<file path="src/rtl/alu_share_arbiter.sv">
// Round-robin share of one execute-stage ALU between two requesters, with a
// single registered response slot and the architectural NZCV register.
// Optional feature macro: ALU_ARB_LOCK_EN (per-requester lock inputs).
module alu_share_arbiter #(
  parameter int unsigned CMD_W  = 4,
  parameter int unsigned DATA_W = 32,
  parameter int unsigned ST_W   = 4
) (
  input  logic              i_clk,
  input  logic              i_rst,
  input  logic              i_req0_valid,
  input  logic [CMD_W-1:0]  i_req0_cmd,
  input  logic [DATA_W-1:0] i_req0_op1,
  input  logic [DATA_W-1:0] i_req0_op2,
  input  logic              i_req0_s,
  output logic              o_req0_ready,
  input  logic              i_req1_valid,
  input  logic [CMD_W-1:0]  i_req1_cmd,
  input  logic [DATA_W-1:0] i_req1_op1,
  input  logic [DATA_W-1:0] i_req1_op2,
  input  logic              i_req1_s,
  output logic              o_req1_ready,
`ifdef ALU_ARB_LOCK_EN
  input  logic              i_req0_lock,
  input  logic              i_req1_lock,
`endif
  output logic [CMD_W-1:0]  o_alu_command,
  output logic [DATA_W-1:0] o_alu_op1,
  output logic [DATA_W-1:0] o_alu_op2,
  output logic [ST_W-1:0]   o_alu_status_in,
  input  logic [DATA_W-1:0] i_alu_result,
  input  logic [ST_W-1:0]   i_alu_status_bits,
  output logic              o_rsp_valid,
  output logic              o_rsp_id,
  output logic [DATA_W-1:0] o_rsp_result,
  output logic [ST_W-1:0]   o_rsp_status,
  input  logic              i_rsp_ready,
  output logic [ST_W-1:0]   o_status_reg
);

  typedef enum logic {S_IDLE = 1'b0, S_RESP = 1'b1} state_t;

  state_t            r_state;
  logic              r_rr_last;
  logic              r_rsp_id;
  logic [DATA_W-1:0] r_rsp_result;
  logic [ST_W-1:0]   r_rsp_status;
  logic [ST_W-1:0]   r_status;

  logic w_can_issue;
  logic w_gnt_vld;
  logic w_gnt;
  logic w_lock_hold;
  logic w_gnt_s;

  // Reset term makes ready drop asynchronously with the rest of the state.
  assign w_can_issue = i_rst & ((r_state == S_IDLE) | i_rsp_ready);

`ifdef ALU_ARB_LOCK_EN
  assign w_lock_hold = r_rr_last ? (i_req1_lock & i_req1_valid)
                                 : (i_req0_lock & i_req0_valid);
`else
  assign w_lock_hold = 1'b0;
`endif

  // Grant selection: sole requester wins; on a tie the one not served last,
  // unless the last winner holds its lock.
  always_comb begin
    w_gnt_vld = 1'b0;
    w_gnt     = 1'b0;
    if (w_can_issue) begin
      if (i_req0_valid && i_req1_valid) begin
        w_gnt_vld = 1'b1;
        w_gnt     = w_lock_hold ? r_rr_last : ~r_rr_last;
      end else if (i_req0_valid) begin
        w_gnt_vld = 1'b1;
        w_gnt     = 1'b0;
      end else if (i_req1_valid) begin
        w_gnt_vld = 1'b1;
        w_gnt     = 1'b1;
      end
    end
  end

  assign o_req0_ready = w_gnt_vld & ~w_gnt;
  assign o_req1_ready = w_gnt_vld &  w_gnt;

  always_comb begin
    o_alu_command = '0;
    o_alu_op1     = '0;
    o_alu_op2     = '0;
    w_gnt_s       = 1'b0;
    if (w_gnt_vld) begin
      o_alu_command = w_gnt ? i_req1_cmd : i_req0_cmd;
      o_alu_op1     = w_gnt ? i_req1_op1 : i_req0_op1;
      o_alu_op2     = w_gnt ? i_req1_op2 : i_req0_op2;
      w_gnt_s       = w_gnt ? i_req1_s   : i_req0_s;
    end
  end

  assign o_alu_status_in = r_status;

  // Slot FSM: a handshake always (re)loads the slot; otherwise a consumed slot empties.
  always_ff @(posedge i_clk or negedge i_rst) begin
    if (!i_rst) begin
      r_state      <= S_IDLE;
      r_rr_last    <= 1'b1;
      r_rsp_id     <= 1'b0;
      r_rsp_result <= '0;
      r_rsp_status <= '0;
      r_status     <= '0;
    end else begin
      case (r_state)
        S_IDLE, S_RESP: begin
          if (w_gnt_vld) begin
            r_state      <= S_RESP;
            r_rsp_id     <= w_gnt;
            r_rr_last    <= w_gnt;
            r_rsp_result <= i_alu_result;
            r_rsp_status <= i_alu_status_bits;
            if (w_gnt_s) begin
              r_status <= i_alu_status_bits;
            end
          end else if (r_state == S_RESP && i_rsp_ready) begin
            r_state <= S_IDLE;
          end
        end
        default: r_state <= S_IDLE;
      endcase
    end
  end

  assign o_rsp_valid  = (r_state == S_RESP);
  assign o_rsp_id     = r_rsp_id;
  assign o_rsp_result = r_rsp_result;
  assign o_rsp_status = r_rsp_status;
  assign o_status_reg = r_status;

endmodule

</file>
<file path="config.mk">
export PLATFORM = sky130hd
export DESIGN_NAME = alu_share_arbiter
export DESIGN_NICKNAME = d
export VERILOG_FILES = /design/src/rtl/alu_share_arbiter.sv
export SDC_FILE = /design/constraint.sdc
export NUM_CORES = 1
export LEC_CHECK = 0
export CAP_MARGIN = 20
export CORE_AREA = 4 4 111 113
export CTS_BUF_LIST = sky130_fd_sc_hd__clkbuf_4
export DETAILED_ROUTE_END_ITERATION = 6
export DIE_AREA = 0 0 115 117
export PLACE_DENSITY = 0.66
export SYNTH_ARGS = -nofsm -noshare
export SYNTH_HDL_FRONTEND = slang
export SYNTH_SLANG_ARGS = --single-unit
</file>
<file path="constraint.sdc">
create_clock -name i_clk -period 2 [get_ports i_clk]
set_clock_uncertainty 0.1 [all_clocks]
set_input_delay 0.2 -clock i_clk [delete_from_list [all_inputs] [get_ports i_clk]]
set_output_delay 0.2 -clock i_clk [all_outputs]
set_load 0.02 [all_outputs]
</file>
Yosys cells after proc, flatten, opt, wreduce, memory -nomap -nowiden
Cells that the tools add are included.
Widths: inputs -> output; s select.
- mux-type cells: 17
- bitwise operators: 7
- reductions and logical operators: 4
- operator list (kind ; number):
    $mux 32 ; 4
    $mux 1 ; 11
    $mux 4 ; 2
    $and 1x1->1 ; 3
    $not 1->1 ; 3
    $logic_and 1x1->1 ; 2
    $reduce_and 2->1 ; 1
    $reduce_bool 2->1 ; 1
    $or 1x1->1 ; 1
- flip-flop bits (word level): 43
- bits of input ports: 179
- output and inout bits: 116
- logic and storage cells: 34

Logic depth before layout (Yosys ltp)
- depth after elaboration: 7
- depth in mapped cells: 6
- mapped depth without buffers: 5

Worst setup path after synthesis
No wires, ideal clock.
- path type: reg-to-output
- from: register r_state, in the netlist o_rsp_valid
- to: output port o_alu_command[0]
- arrival: 1.573 ns
- data required time: 1.700 ns
- slack: 0.127 ns
- stages on the path, launching flop included: 5
- buffers on the path: 1
- cell sequence: dfrtp_1 -> nand2b_1 -> o2111a_1 -> clkbuf_1 -> a22o_1
- longest elaborated chain between the ends: 6
- elaborated cells on any way between the ends: 7
- those cells by class: 4 x mux; 3 x bitwise
- RTL lines (element ; RTL line ; RTL):
    from (decl) ; 43 ; state_t r_state;
    from (signal assigned) ; 106 ; r_state <= S_IDLE;
    from (signal assigned) ; 116 ; r_state <= S_RESP;
    from (signal assigned) ; 125 ; r_state <= S_IDLE;
    $not 1->1 * ; -- ;
    $or 1x1->1 * ; 57 ; assign w_can_issue = i_rst & ((r_state == S_IDLE) | i_rsp_ready);
    $and 1x1->1 * ; 57 ;
    $mux 1 ; 71 ; if (w_can_issue) begin
    $mux 4 ; 94 ; o_alu_command = w_gnt ? i_req1_cmd : i_req0_cmd;
    $mux 4 * ; 93 ; if (w_gnt_vld) begin
    to (decl) ; 27 ; output logic [CMD_W-1:0] o_alu_command,
Every way passes the cells marked *; elsewhere a longest branch is shown, timed or not.

Worst setup path after layout
- from: register r_rr_last
- to: output port o_alu_op2[13]
- longest elaborated chain between the ends: 5
- RTL lines (element ; RTL line ; RTL):
    from (decl) ; 44 ; logic r_rr_last;
    from (signal assigned) ; 118 ; r_rr_last <= w_gnt;
    $not 1->1 ; 74 ; w_gnt = w_lock_hold ? r_rr_last : ~r_rr_last;
    $mux 1 ; 72 ; if (i_req0_valid && i_req1_valid) begin
    $mux 1 ; 71 ;
    $mux 32 ; 96 ; o_alu_op2 = w_gnt ? i_req1_op2 : i_req0_op2;
    $mux 32 ; 93 ;
    to (decl) ; 29 ; output logic [DATA_W-1:0] o_alu_op2,
No other way between the ends.

==> results_dict.tcl <==
set metrics [dict create \
    outcome "finished, violations left" \
    violations "negative setup slack" \
    wl_per_cell_um 21.0 \
    firstDrtPassIters 4 \
    p_per_area_mw_per_mm2 605 \
    dp_hpwl_um 10400 \
    synth_nets 373 \
    fmax_mhz 451 \
    layout_commonest_cell "clkdlybuf4s50_1" \
    grt_pass1_vias 3154 \
    holdCritPathClass "in2async" \
    drt_iter0_drc 135 \
    drv_cap 0 \
    vias_per_cell 4.64 \
    clk_latency_ns 0.37 \
    tritoncts "built" \
    slew_violations 0 \
    ys_types 20 \
    htree_levels 2 \
    r2r-start "r_rr_last" \
    grt_pass1_wl_um 18600 \
    critPathArrivalTime_ns 1.92 \
    slew_headroom_pct 64.7 \
    synth_seq_cells 43 \
    cp_data_required_time_ns 1.70 \
    setup_tns_ns -11.90 \
    final_util_pct 54.4 \
    floorplan.initialDensity_pct 21.1 \
    port_buffers 294 \
    num_io_pins 295 \
    max-vdd-ir-drop_v 0.000453 \
    cp_max_fo 20 \
    drt-total-wl_um 13900 \
    final_cell_mix "clkdlybuf4s50_1, buf_6, a22o_1, dfrtp_1, mux2_2" \
    syn-cell-area_mm2 0.00238 \
    cts_num_sinks 43 \
    synth_top_area_share_pct 44.1 \
    die_area_mm2 0.0135 \
    row_count 39 \
    synthTopCellsByArea "dfrtp_1, a22o_1, mux2_2" \
    synthCells 194 \
    nets 697 \
    syn_avg_cell_area_um2 12.3 \
    setup_viol 74 \
    stdcell_count 663 \
    yosys_warnings 0 \
    period_needed_ns 2.22 \
    dp.cells 626 \
    clockBufferDepth 2 \
    critPathKind "reg2out" \
    syn_to_final_growth_pct 158 \
    grt_usage_pct 17.9 \
    drive_gt1_share_pct 33.3 \
    grt_max_degree 42 \
    die_width_um 115 \
    cts_buffers 5 \
    holdWs_ns 0.255 \
    finalCritPeriodShare_pct 111 \
    startpoint_type "flip-flop" \
    grt_overflow 0 \
    place_congestion 0.825 \
    seq_area_frac_synth_pct 45.2 \
    cts.clk_slew.worst_paths_ns 0.16 \
    antenna_found_initial 1 \
    drc 0 \
    die_h_um 117 \
    endpoint_kind "output port" \
    startpoint "r_rr_last" \
    fin_ws_ns -0.216 \
    yosysTopAreaCell "dfrtp_1" \
    leakagePower_nw 2.65 \
    num_vias 3078 \
    rsz0062_at_grt "true" \
    tightestPinTransition_ns 0.529 \
    core_mm2 0.0113 \
    ant_nets 0 \
    power_mw 3.73 \
    ff2ff_setup_slack_ns -0.17 \
    finalHoldViolations 0 \
    cts-root-buf "clkbuf_4" \
]
worst max-delay path: stages, from the launching register on:
cell       delay, ns
dfstp_2         0.60
o2111a_2        0.32
buf_4           0.15
clkbuf_16       0.17
a22o_1          0.18
buf_6           0.13
power by group:
part / switching, mW / internal, mW
sequential: 0.0960 / 1.04
combinational: 0.844 / 1.17
clock: 0.317 / 0.264
total: 1.26 / 2.47
cell type report:
| cell class | count | area, um^2 |
|---|---|---|
| clock buffer | 5 | 37.5 |
| antenna | 1 | 2.50 |
| inverter | 3 | 23.8 |
| clock inverter | 3 | 42.5 |
| timing repair buffer | 339 | 3590 |
| tap | 143 | 179 |
| multi-input combinational | 126 | 1210 |
| fill | 988 | 5160 |
| sequential | 43 | 1080 |
cells in the mapped netlist, drive strengths merged:
master / n
a22o: 65
dfrtp: 42
mux2: 40
buf: 19
nor2: 9
clkbuf: 3
inv: 3
nand2: 3
nor3: 3
a211oi: 1
a21boi: 1
dfstp: 1
nand2b: 1
nand3: 1
o2111a: 1
o211ai: 1
cells by family after synthesis:
kind of cell,Yosys count,share of synthesized area [%]
AOI/OAI and AO/OA,69,26.5
buffers and inverters,25,6.24
DFF,43,45.2
muxes,40,18.9
and+or+nand+nor,17,3.20
metrics by stage:
step / worst slack [ns] / instance area, um^2
floorplan: 0.127 / 2380
global placement: -0.524 / 5540
detailed placement: -0.535 / 5540
CTS: -0.264 / 5910
global route: -0.316 / 6160
finish: -0.216 / 6160
final timing paths:
| path | endpoint | depth (start not counted) |
|---|---|---|
| hold reg to reg | r_rr_last | 2 |
| max in group asynchronous | r_rr_last | 3 |
| setup reg to reg | o_alu_status_in[3] | 9 |
| setup / recovery | o_alu_op2[13] | 5 |
| min in group i_clk | o_rsp_result[30] | 2 |
| hold / removal | o_rsp_status[2] | 3 |
routing by layer:
metal,vias to the layer above,part of all wire (%),global-route usage [%]
li1,1398,-,-
met1,1499,36,20.0
met2,159,53,33.1
met3,22,8.9,5.45
met4,0,2.2,4.62
met5,-,0,0
sequential cells by signal, indices dropped and copies added (netlist names):
name,flops
o_rsp_valid,1
o_alu_status_in,4
r_rr_last,1
o_rsp_result,32
o_rsp_status,4
o_rsp_id,1
timing repair:
item                       in CTS  in global routing
hold endpoints to repair       42                  0
resized for setup             389                 51
pin swaps                       9                 24
setup endpoints to repair      74                 74
setup buffers                   9                 10
hold buffers                    1                  0
gates cloned                    5                  4
No activity file was read; power rests on OpenSTA's default activity.
